`src/rtl/ex_divider.sv`:
```
// Iterative radix-2 restoring divider for RV64M DIV/DIVU/REM/REMU and the W forms.
// Divide-by-zero and signed overflow take a single-cycle fast path out of IDLE.
module ex_divider #(
  parameter int XLEN = 64
) (
  input  logic            clock,
  input  logic            reset,
  input  logic            valid_i,
  input  logic [1:0]      op_i,
  input  logic            word_i,
  input  logic [XLEN-1:0] src1_i,
  input  logic [XLEN-1:0] src2_i,
  input  logic            flush_i,
  output logic            busy_o,
  output logic            done_o,
  output logic [XLEN-1:0] result_o
);

  localparam int HALF = XLEN / 2;
  localparam int CW   = $clog2(XLEN) + 1;

  typedef enum logic [1:0] {IDLE, RUN, DONE} state_t;

  state_t          r_state;
  logic [CW-1:0]   r_cnt;
  logic [XLEN-1:0] r_rem, r_quo, r_div, r_res;
  logic            r_neg_q, r_neg_r, r_sel_rem, r_word;

  function automatic logic [XLEN-1:0] fix_w(input logic [XLEN-1:0] v, input logic w);
    return w ? {{HALF{v[HALF-1]}}, v[HALF-1:0]} : v;
  endfunction

  // Operand preparation: extend word operands, then take magnitudes for signed ops.
  logic            w_signed, w_a_neg, w_b_neg;
  logic [XLEN-1:0] w_a, w_b, w_a_mag, w_b_mag, w_min;
  assign w_signed = ~op_i[0];
  assign w_a = word_i ? (w_signed ? {{HALF{src1_i[HALF-1]}}, src1_i[HALF-1:0]}
                                  : {{HALF{1'b0}}, src1_i[HALF-1:0]}) : src1_i;
  assign w_b = word_i ? (w_signed ? {{HALF{src2_i[HALF-1]}}, src2_i[HALF-1:0]}
                                  : {{HALF{1'b0}}, src2_i[HALF-1:0]}) : src2_i;
  assign w_a_neg = w_signed & w_a[XLEN-1];
  assign w_b_neg = w_signed & w_b[XLEN-1];
  assign w_a_mag = w_a_neg ? -w_a : w_a;
  assign w_b_mag = w_b_neg ? -w_b : w_b;
  assign w_min   = word_i ? {{(HALF+1){1'b1}}, {(HALF-1){1'b0}}} : {1'b1, {(XLEN-1){1'b0}}};

  // After extension, 64-bit compares are equivalent to the 32-bit checks for word ops.
  logic            w_div0, w_ovf, w_fast;
  logic [XLEN-1:0] w_fsel, w_fres;
  assign w_div0 = (w_b == '0);
  assign w_ovf  = w_signed & (w_a == w_min) & (w_b == '1);
  assign w_fast = w_div0 | w_ovf;
  assign w_fsel = op_i[1] ? (w_div0 ? w_a : '0) : (w_div0 ? '1 : w_a);
  assign w_fres = fix_w(w_fsel, word_i);

  // One restoring step: the shifted remainder needs XLEN+1 bits before the trial subtract.
  logic [XLEN:0]   w_sh;
  logic            w_ge;
  logic [XLEN-1:0] w_sub, w_rem_nxt, w_quo_nxt, w_qs, w_rs;
  assign w_sh      = {r_rem, r_quo[XLEN-1]};
  assign w_ge      = (w_sh >= {1'b0, r_div});
  assign w_sub     = w_sh[XLEN-1:0] - r_div;
  assign w_rem_nxt = w_ge ? w_sub : w_sh[XLEN-1:0];
  assign w_quo_nxt = {r_quo[XLEN-2:0], w_ge};
  assign w_qs      = r_neg_q ? -w_quo_nxt : w_quo_nxt;
  assign w_rs      = r_neg_r ? -w_rem_nxt : w_rem_nxt;

  logic w_go;
  assign w_go     = (r_state == IDLE) & valid_i & ~flush_i & ~reset;
  assign busy_o   = ~flush_i & ~reset & ((w_go & ~w_fast) | (r_state == RUN));
  assign done_o   = ~flush_i & ~reset & ((w_go & w_fast) | (r_state == DONE));
  assign result_o = !done_o ? '0 : ((r_state == DONE) ? r_res : w_fres);

  always_ff @(posedge clock or posedge reset) begin
    if (reset) begin
      r_state   <= IDLE;
      r_cnt     <= '0;
      r_rem     <= '0;
      r_quo     <= '0;
      r_div     <= '0;
      r_res     <= '0;
      r_neg_q   <= 1'b0;
      r_neg_r   <= 1'b0;
      r_sel_rem <= 1'b0;
      r_word    <= 1'b0;
    end else if (flush_i) begin
      r_state <= IDLE;
      r_cnt   <= '0;
    end else begin
      case (r_state)
        IDLE: if (valid_i && !w_fast) begin
          r_rem     <= '0;
          r_quo     <= word_i ? {w_a_mag[HALF-1:0], {HALF{1'b0}}} : w_a_mag;
          r_div     <= w_b_mag;
          r_neg_q   <= w_a_neg ^ w_b_neg;
          r_neg_r   <= w_a_neg;
          r_sel_rem <= op_i[1];
          r_word    <= word_i;
          r_cnt     <= word_i ? CW'(HALF) : CW'(XLEN);
          r_state   <= RUN;
        end
        RUN: begin
          r_rem <= w_rem_nxt;
          r_quo <= w_quo_nxt;
          r_cnt <= r_cnt - 1'b1;
          if (r_cnt == CW'(1)) begin
            r_res   <= fix_w(r_sel_rem ? w_rs : w_qs, r_word);
            r_state <= DONE;
          end
        end
        DONE:    r_state <= IDLE;
        default: r_state <= IDLE;
      endcase
    end
  end

  a_valid_held: assert property (@(posedge clock) disable iff (reset)
    (r_state == RUN && !flush_i) |-> valid_i);

endmodule

```
`config.mk`:
```
export PLATFORM = sky130hd
export DESIGN_NAME = ex_divider
export DESIGN_NICKNAME = d
export VERILOG_FILES = /design/src/rtl/ex_divider.sv
export SDC_FILE = /design/constraint.sdc
export NUM_CORES = 1
export LEC_CHECK = 0
export ABC_AREA = 0
export ABC_CLOCK_PERIOD_IN_PS = 10530
export CORE_MARGIN = 3
export CORE_UTILIZATION = 50
export DETAILED_ROUTE_END_ITERATION = 10
export GPL_TIMING_DRIVEN = 1
export HOLD_SLACK_MARGIN = 0.06
export PLACE_DENSITY = 0.7
export SLEW_MARGIN = 15
export SYNTH_ARGS = -nofsm -noshare
export SYNTH_HDL_FRONTEND = slang
export SYNTH_SLANG_ARGS = --single-unit
```
`constraint.sdc`:
```
create_clock -name clock -period 10.53 [get_ports clock]
set_input_delay 1.5795 -clock clock [delete_from_list [all_inputs] [get_ports clock]]
set_output_delay 1.5795 -clock clock [all_outputs]
set_load 0.01 [all_outputs]
```
==> summary.txt, run 1 <==
Clocking
  • CTS clk-pin slew, worst paths: 60 ps
  • PostCTS Resize Cnt: 0
  • Num CTS Buffers: 34
  • Clock tree buffer depth: 3
  • CTS tree: built
  • CTS Hold Buffers Added: 0
  • Setup bufs post-CTS: 0
  • Worst-skew pair later-pin latency: 570 ps
  • CTS sink cnt: 269
  • CTS root buffer: clkbuf_16
  • H-tree Lvls: 2

Timing
  • Least-Margin Pin Slew: 1180 ps
  • Slew Viols, Final: 0
  • Clock Skew: 31.2 ps
  • Setup TNS: 0 ps
  • Final hold vios: 0
  • RSZ-0062 raised after global routing: no
  • Final Cycle Share: 83.8%
  • Highest clock rate: 113 MHz
  • Rel. slew slack: 20.8%
  • Min cycle time layout: 8830 ps
  • Count of final setup violators: 0

Yosys
  • Synth Register Bits: 269
  • Multiplexer share of the synthesized area: 2.72%
  • Mapped Cells: 3594
  • EDFF count, synth: 0
  • Simple-gate portion of the synthesized area: 23.2%
  • Sequential share of the synthesized area: 25.8%
  • Ys Warns: 0
  • Ys flop type: dfrtp_1
  • Area share of xor/xnor cells in the synthesized design: 8.87%
  • Compound-Gate Fraction of Synth Area: 29.4%
  • Synth Area in Adders: 4.41%
  • Mapped Nets: 3801
  • Largest family of logic cells by synthesized area: compound AO/OA/AOI/OAI gates
  • Syn avg cell area: 7.25 um^2
  • Async S/R FF share, synth: 100%
  • Count of cell types in the netlist: 102
  • Synthesized area: 0.0261 mm^2

Floorplan
  • Die X: 234 um
  • Die height: 234 um
  • Number of core rows: 83
  • Core outline area: 0.0514 mm^2
  • Starting density of the core: 50.7%
  • IO Pins: 201
  • Die area: 0.0549 mm^2

Outcome
  • Outcome: complete, no violations

Setup path
  • Kind of critical path: in -> out
  • CP required: 8950 ps
  • Arrival time worst endpoint: 7250 ps
  • Cell Chain, Critical Path: clkdlybuf4s50_1 > or4_1 > nor4_2 > nor4b_2 > nand4_1 > buf_4 > or4_1 > buf_4 > a21bo_2 > a21oi_1 > or4_2 > clkinv_1 > o221a_2 > clkdlybuf4s50_1
  • CP Launch Type: input pin
  • Critical path capture point type: output pin
  • Crit-path max FO: 56
  • Cell family with most CP delay: simple AND/OR/NAND/NOR gates
  • Number of buffers and inverters on the critical path: 5
  • Slowest stage delay, CP: 1060 ps
  • CP max-delay cell: or4_2

Worst hold path
  • Hold crit path type: reg -> reg

Power and ir drop
  • Maximum vdd drop: 0.157 mV
  • PD cells: 218 mW/mm^2
  • Leakage: 11.7 nW

Layout
  • Final nets: 3833
  • Commonest non-fill, non-tap cell in the layout: nand2_1
  • Area added between synthesis and finish: 12.8%
  • Share of layout cells above drive strength 1: 5.12%
  • Finished Core Util: 57.2%
  • Most frequent cells in the layout: nand2_1, nor2_1, o21ai_0
  • Filler cells: 5007

Placement
  • IO buf count: 200
  • Routability cong.: 1.04
  • Detailed Place HPWL: 81300 um

Drt
  • Vias: 28500
  • Drt wl/cell: 24.7 um
  • Via density: 6.58
  • ANT nets after route: 0
  • DRT Pass-1 Iters: 6
  • Drt first-iter violations: 3761
  • Routed WL: 107000 um
  • DRC Markers: 0

Global routing
  • Initial antenna violation count: 8
  • Global route total overflow: 0
  • GRT Total Usage: 37.6%
  • First-pass GRT wire length: 158000 um
  • Largest net degree at the start of global routing: 109
  • Vias in the first global route: 25500

Run
  • Max Cap Viol: 0
[report_power, final]
group | switching (mW) | leakage (nW) | internal [mW]
Combinational | 2.33 | 7.72 | 1.15
Clock | 0.511 | 0.538 | 0.652
Sequential | 0.366 | 3.46 | 1.39
Total | 3.21 | 11.7 | 3.20
[Yosys cell counts (all sizes together), types with 24 or more instances]
cell type  count  area [um^2]
inv          130          488
xnor2        145         1270
nor3          94          470
clkbuf       187          702
a211oi        96          766
nor4          49          319
nor2b         27          169
or4           24          184
nand3         55          280
nand2        443         1660
dfrtp        269         6730
o31ai         58          454
buf           56          260
nand2b        27          169
nor2         379         1420
ha            71          888
mux2i         58          581
a31oi         49          307
o21ai        393         1970
nand4         55          344
o211ai        61          477
maj3          24          240
a21oi        345         1740
xor2         119         1040
a21o          35          263
or3           46          293
[tightest hold or removal path, stage by stage, from the launching register on]
cell and delay [ps]:
dfrtp_1 340, nand2_1 50, o21ai_0 60
[registers in the layout, indices dropped and copies added, names as in the netlist]
signal and flops:
r_neg_r 1, r_rem 64, r_div 64, r_res 64
r_cnt 7, r_state 2, r_sel_rem 1, r_quo 64
r_neg_q 1, r_word 1
[cell families (layout without fill, tap and decap cells)]
logic type	Yosys count	count (layout)
compound gates	1227	1227
xor+xnor	264	264
fa+ha+maj	96	96
buf+inv	375	433
flops	269	269
mux	69	69
other cells	0	3
simple gates	1294	1294
[per-stage QoR]
step / area [um^2] / hold WS (ps) / total power, mW / setup WS (ps) / cells
after floorplan: 26100 / 449 / 4.02 / 1540 / 3594
after global placement: 28300 / 460 / 5.09 / 1820 / 4270
after detailed placement: 28300 / 470 / 5.12 / 1700 / 4270
after CTS: 29400 / 483 / 6.29 / 1700 / 4332
after global routing: 29400 / 496 / 6.78 / 1390 / 4333
final: 29400 / 481 / 6.41 / 1700 / 4335
[cell type report]
class	count	area (um^2)	share of cell area, %
Clock buffer	42	921	3.13
Inverter	132	503	1.71
Timing Repair Buffer	239	2290	7.78
Tap cell	680	851	2.89
Sequential cell	269	6730	22.9
Antenna cell	3	7.51	0.0255
Multi-Input combinational cell	2950	17900	61.0
Clock inverter	20	153	0.519
[worst paths after layout]
check	from	end	slack, ps	cells after the start
setup / recovery	src2_i[10]	result_o[24]	1700	14
hold / removal	r_div[40]	r_div[40]	480	2
hold reg to reg	r_div[40]	r_div[40]	480	2
setup reg to reg	r_rem[16]	r_res[60]	2750	20
max in group asynchronous	reset	r_quo[50]	6980	4
min in group asynchronous	reset	r_res[1]	1750	2
[routing by layer]
metal | up-vias | wire, um | global-route usage, %
met5 | - | 54 | 0
met4 | 8 | 4840 | 15.4
met1 | 13500 | 44400 | 51.7
met2 | 1586 | 46200 | 56.0
met3 | 300 | 11400 | 9.89
li1 | 13100 | - | -
Note: power is estimated with default switching activity, not from simulation.
==> inputs of run 2 (changes only) <==
ABC_CLOCK_PERIOD_IN_PS = 9080   (was 10530)
clock period = 9.08 ns   (was 10.53 ns; I/O delays follow)
==> summary.txt, run 2 (synthesis results as in run 1) <==
Run
  • Max Cap Viol: 0 (unchanged)

Placement
  • Routability cong.: 1.01 (-2.7%)
  • Detailed Place HPWL: 80700 um (-0.77%)
  • Setup WS pre-CTS: 1380 ps (-321 ps)
  • IO buf count: 200 (unchanged)

Setup path
  • Kind of critical path: in -> out
  • Arrival time worst endpoint: 6460 ps (-790 ps)
  • Critical path capture point type: output pin
  • CP Launch Type: input pin
  • CP max-delay cell: a21oi_1
  • Crit-path max FO: 38 (-32%)
  • CP required: 7720 ps (-1230 ps)
  • Cell Chain, Critical Path: clkdlybuf4s50_1 > or4_1 > nor4_2 > nor4b_2 > nand4_1 > buf_4 > or4_1 > buf_4 > a21oi_1 > o21ai_0 > a21oi_1 > clkdlybuf4s50_1
  • Slowest stage delay, CP: 970 ps (-90 ps)

Timing
  • Slew Viols, Final: 0 (unchanged)
  • Count of final setup violators: 0 (unchanged)
  • Min cycle time layout: 7820 ps
  • Least-Margin Pin Slew: 1200 ps (+18.2 ps)
  • Setup TNS: 0 ps (unchanged)
  • Final Cycle Share: 86.1%
  • RSZ-0062 raised after global routing: no
  • Rel. slew slack: 19.4% (-1.4 points)
  • Highest clock rate: 128 MHz
  • Worst Setup Slack, final: 1260 ps (-438 ps)
  • Hold_ws: 474 ps (-7.28 ps)
  • Clock Skew: 24.5 ps (-6.71 ps)
  • Final hold vios: 0 (unchanged)

Layout
  • Most frequent cells in the layout: nand2_1, nor2_1, o21ai_0
  • Seq. cell area: 0.00673 mm^2 (unchanged)
  • Filler cells: 5039 (+0.64%)
  • Area added between synthesis and finish: 13.6%
  • Share of layout cells above drive strength 1: 5.28% (+0.16 points)
  • Commonest non-fill, non-tap cell in the layout: nand2_1
  • Final nets: 3837 (+0.10%)
  • Area of the multi-input gates: 0.0179 mm^2 (about the same)

Power and ir drop
  • Clock power frac: 20.1% (+1.9 points)
  • Pint: 3.86 mW (+21%)
  • Net Sw Frac: 49.2% (-0.94 points)
  • Comb power frac: 53.1% (-1.3 points)
  • PD cells: 257 mW/mm^2 (+18%)
  • Sw Pwr: 3.73 mW (+16%)
  • Leakage: 11.8 nW (+0.75%)
  • Maximum vdd drop: 0.206 mV (+31%)
  • Seq pwr share: 26.9% (-0.6 points)

Clocking
  • Setup bufs post-CTS: 0 (unchanged)
  • PostCTS Resize Cnt: 0 (unchanged)
  • CTS sink cnt: 269 (unchanged)
  • Worst-skew pair later-pin latency: 570 ps (about the same)
  • CTS root buffer: clkbuf_16
  • CTS tree: built
  • CTS Hold Buffers Added: 0 (unchanged)
  • H-tree Lvls: 2 (unchanged)
  • CTS clk-pin slew, worst paths: 50 ps (about the same)
  • Clock tree buffer depth: 3 (unchanged)
  • Num CTS Buffers: 35 (+2.9%)

Drt
  • Drt first-iter violations: 3615 (-3.9%)
  • Routed wl met2: 46300 um (+0.34%)
  • Drt wl/cell: 24.6 um (-0.42%)
  • ANT nets after route: 0 (unchanged)
  • Met3 WL post-DR: 12300 um (+7.8%)
  • Via density: 6.56 (-0.23%)
  • Vias: 28500 (-0.088%)
  • Top sig layer: met5
  • DRC Markers: 0 (unchanged)
  • Routed WL: 107000 um (-0.29%)
  • DRT Pass-1 Iters: 8 (+2)
  • WL met1: 43600 um (-1.9%)

Global routing
  • Largest net degree at the start of global routing: 154 (+41%)
  • GRT Total Usage: 37.6% (about the same)
  • Global route total overflow: 0 (unchanged)
  • Vias in the first global route: 25800 (+1.2%)
  • Initial antenna violation count: 7 (-1)
  • First-pass GRT wire length: 158000 um (about the same)

Floorplan
  • Die height: 234 um (unchanged)
  • Die X: 234 um (unchanged)
  • Number of core rows: 83 (unchanged)
  • Starting density of the core: 50.7% (unchanged)
  • Die area: 0.0549 mm^2 (unchanged)
  • Core outline area: 0.0514 mm^2 (unchanged)
  • IO Pins: 201 (unchanged)

Outcome
  • Outcome: complete, no violations

Worst hold path
  • Hold crit path type: reg -> reg
## run 2: power groups by stage
stage	Sequential, mW	Clock [mW]	Combinational [mW]
detailed placement	2.04	0	3.90
floorplan	1.88	0	2.79
global placement	2.02	0	3.86
finish	2.04	1.52	4.03
CTS	2.02	1.54	3.92
global route	2.08	1.58	4.38
## run 2: per-stage QoR
| step | std cells | instance area (um^2) | util (%) | power [mW] |
|---|---|---|---|---|
| global placement | 4273 | 28400 | 55.2 | 5.89 |
| global route | 4337 | 29600 | 57.6 | 8.05 |
| detailed placement | 4273 | 28400 | 55.2 | 5.93 |
| floorplan | 3594 | 26100 | - | 4.67 |
| finish | 4341 | 29600 | 57.6 | 7.59 |
| CTS | 4337 | 29600 | 57.6 | 7.47 |
## run 2: path summary, 6_finish.rpt
check	startpoint	end	slack (ps)	cells past startpoint
min reg2reg	r_div[38]	r_div[38]	470	2
min in group asynchronous	reset	r_rem[2]	1520	2
min	r_div[38]	r_div[38]	470	2
max	src2_i[10]	result_o[47]	1260	12
max in group asynchronous	reset	r_rem[51]	6140	3
max reg2reg	r_rem[59]	r_res[60]	1880	20
## run 2: final cells by class
| type | count | share of cell area, % |
|---|---|---|
| Clock buffer | 44 | 3.38 |
| Tap cell | 680 | 2.87 |
| Antenna cell | 4 | 0.0338 |
| Inverter | 132 | 1.70 |
| Multi-Input combinational cell | 2950 | 60.6 |
| Sequential cell | 269 | 22.7 |
| Clock inverter | 20 | 0.807 |
| Timing Repair Buffer | 242 | 7.89 |
## run 2: layer usage
metal	up-vias	GRT usage, %
met5	-	0
met4	6	13.8
met3	270	10.8
met2	1592	56.6
met1	13500	51.3
li1	13100	-
## run 2: worst max-delay path: cells and delay by family
family / cells / cell delay [ps]
simple gates: 5 / 2050
buf+inv: 4 / 1570
compound gates: 3 / 1470
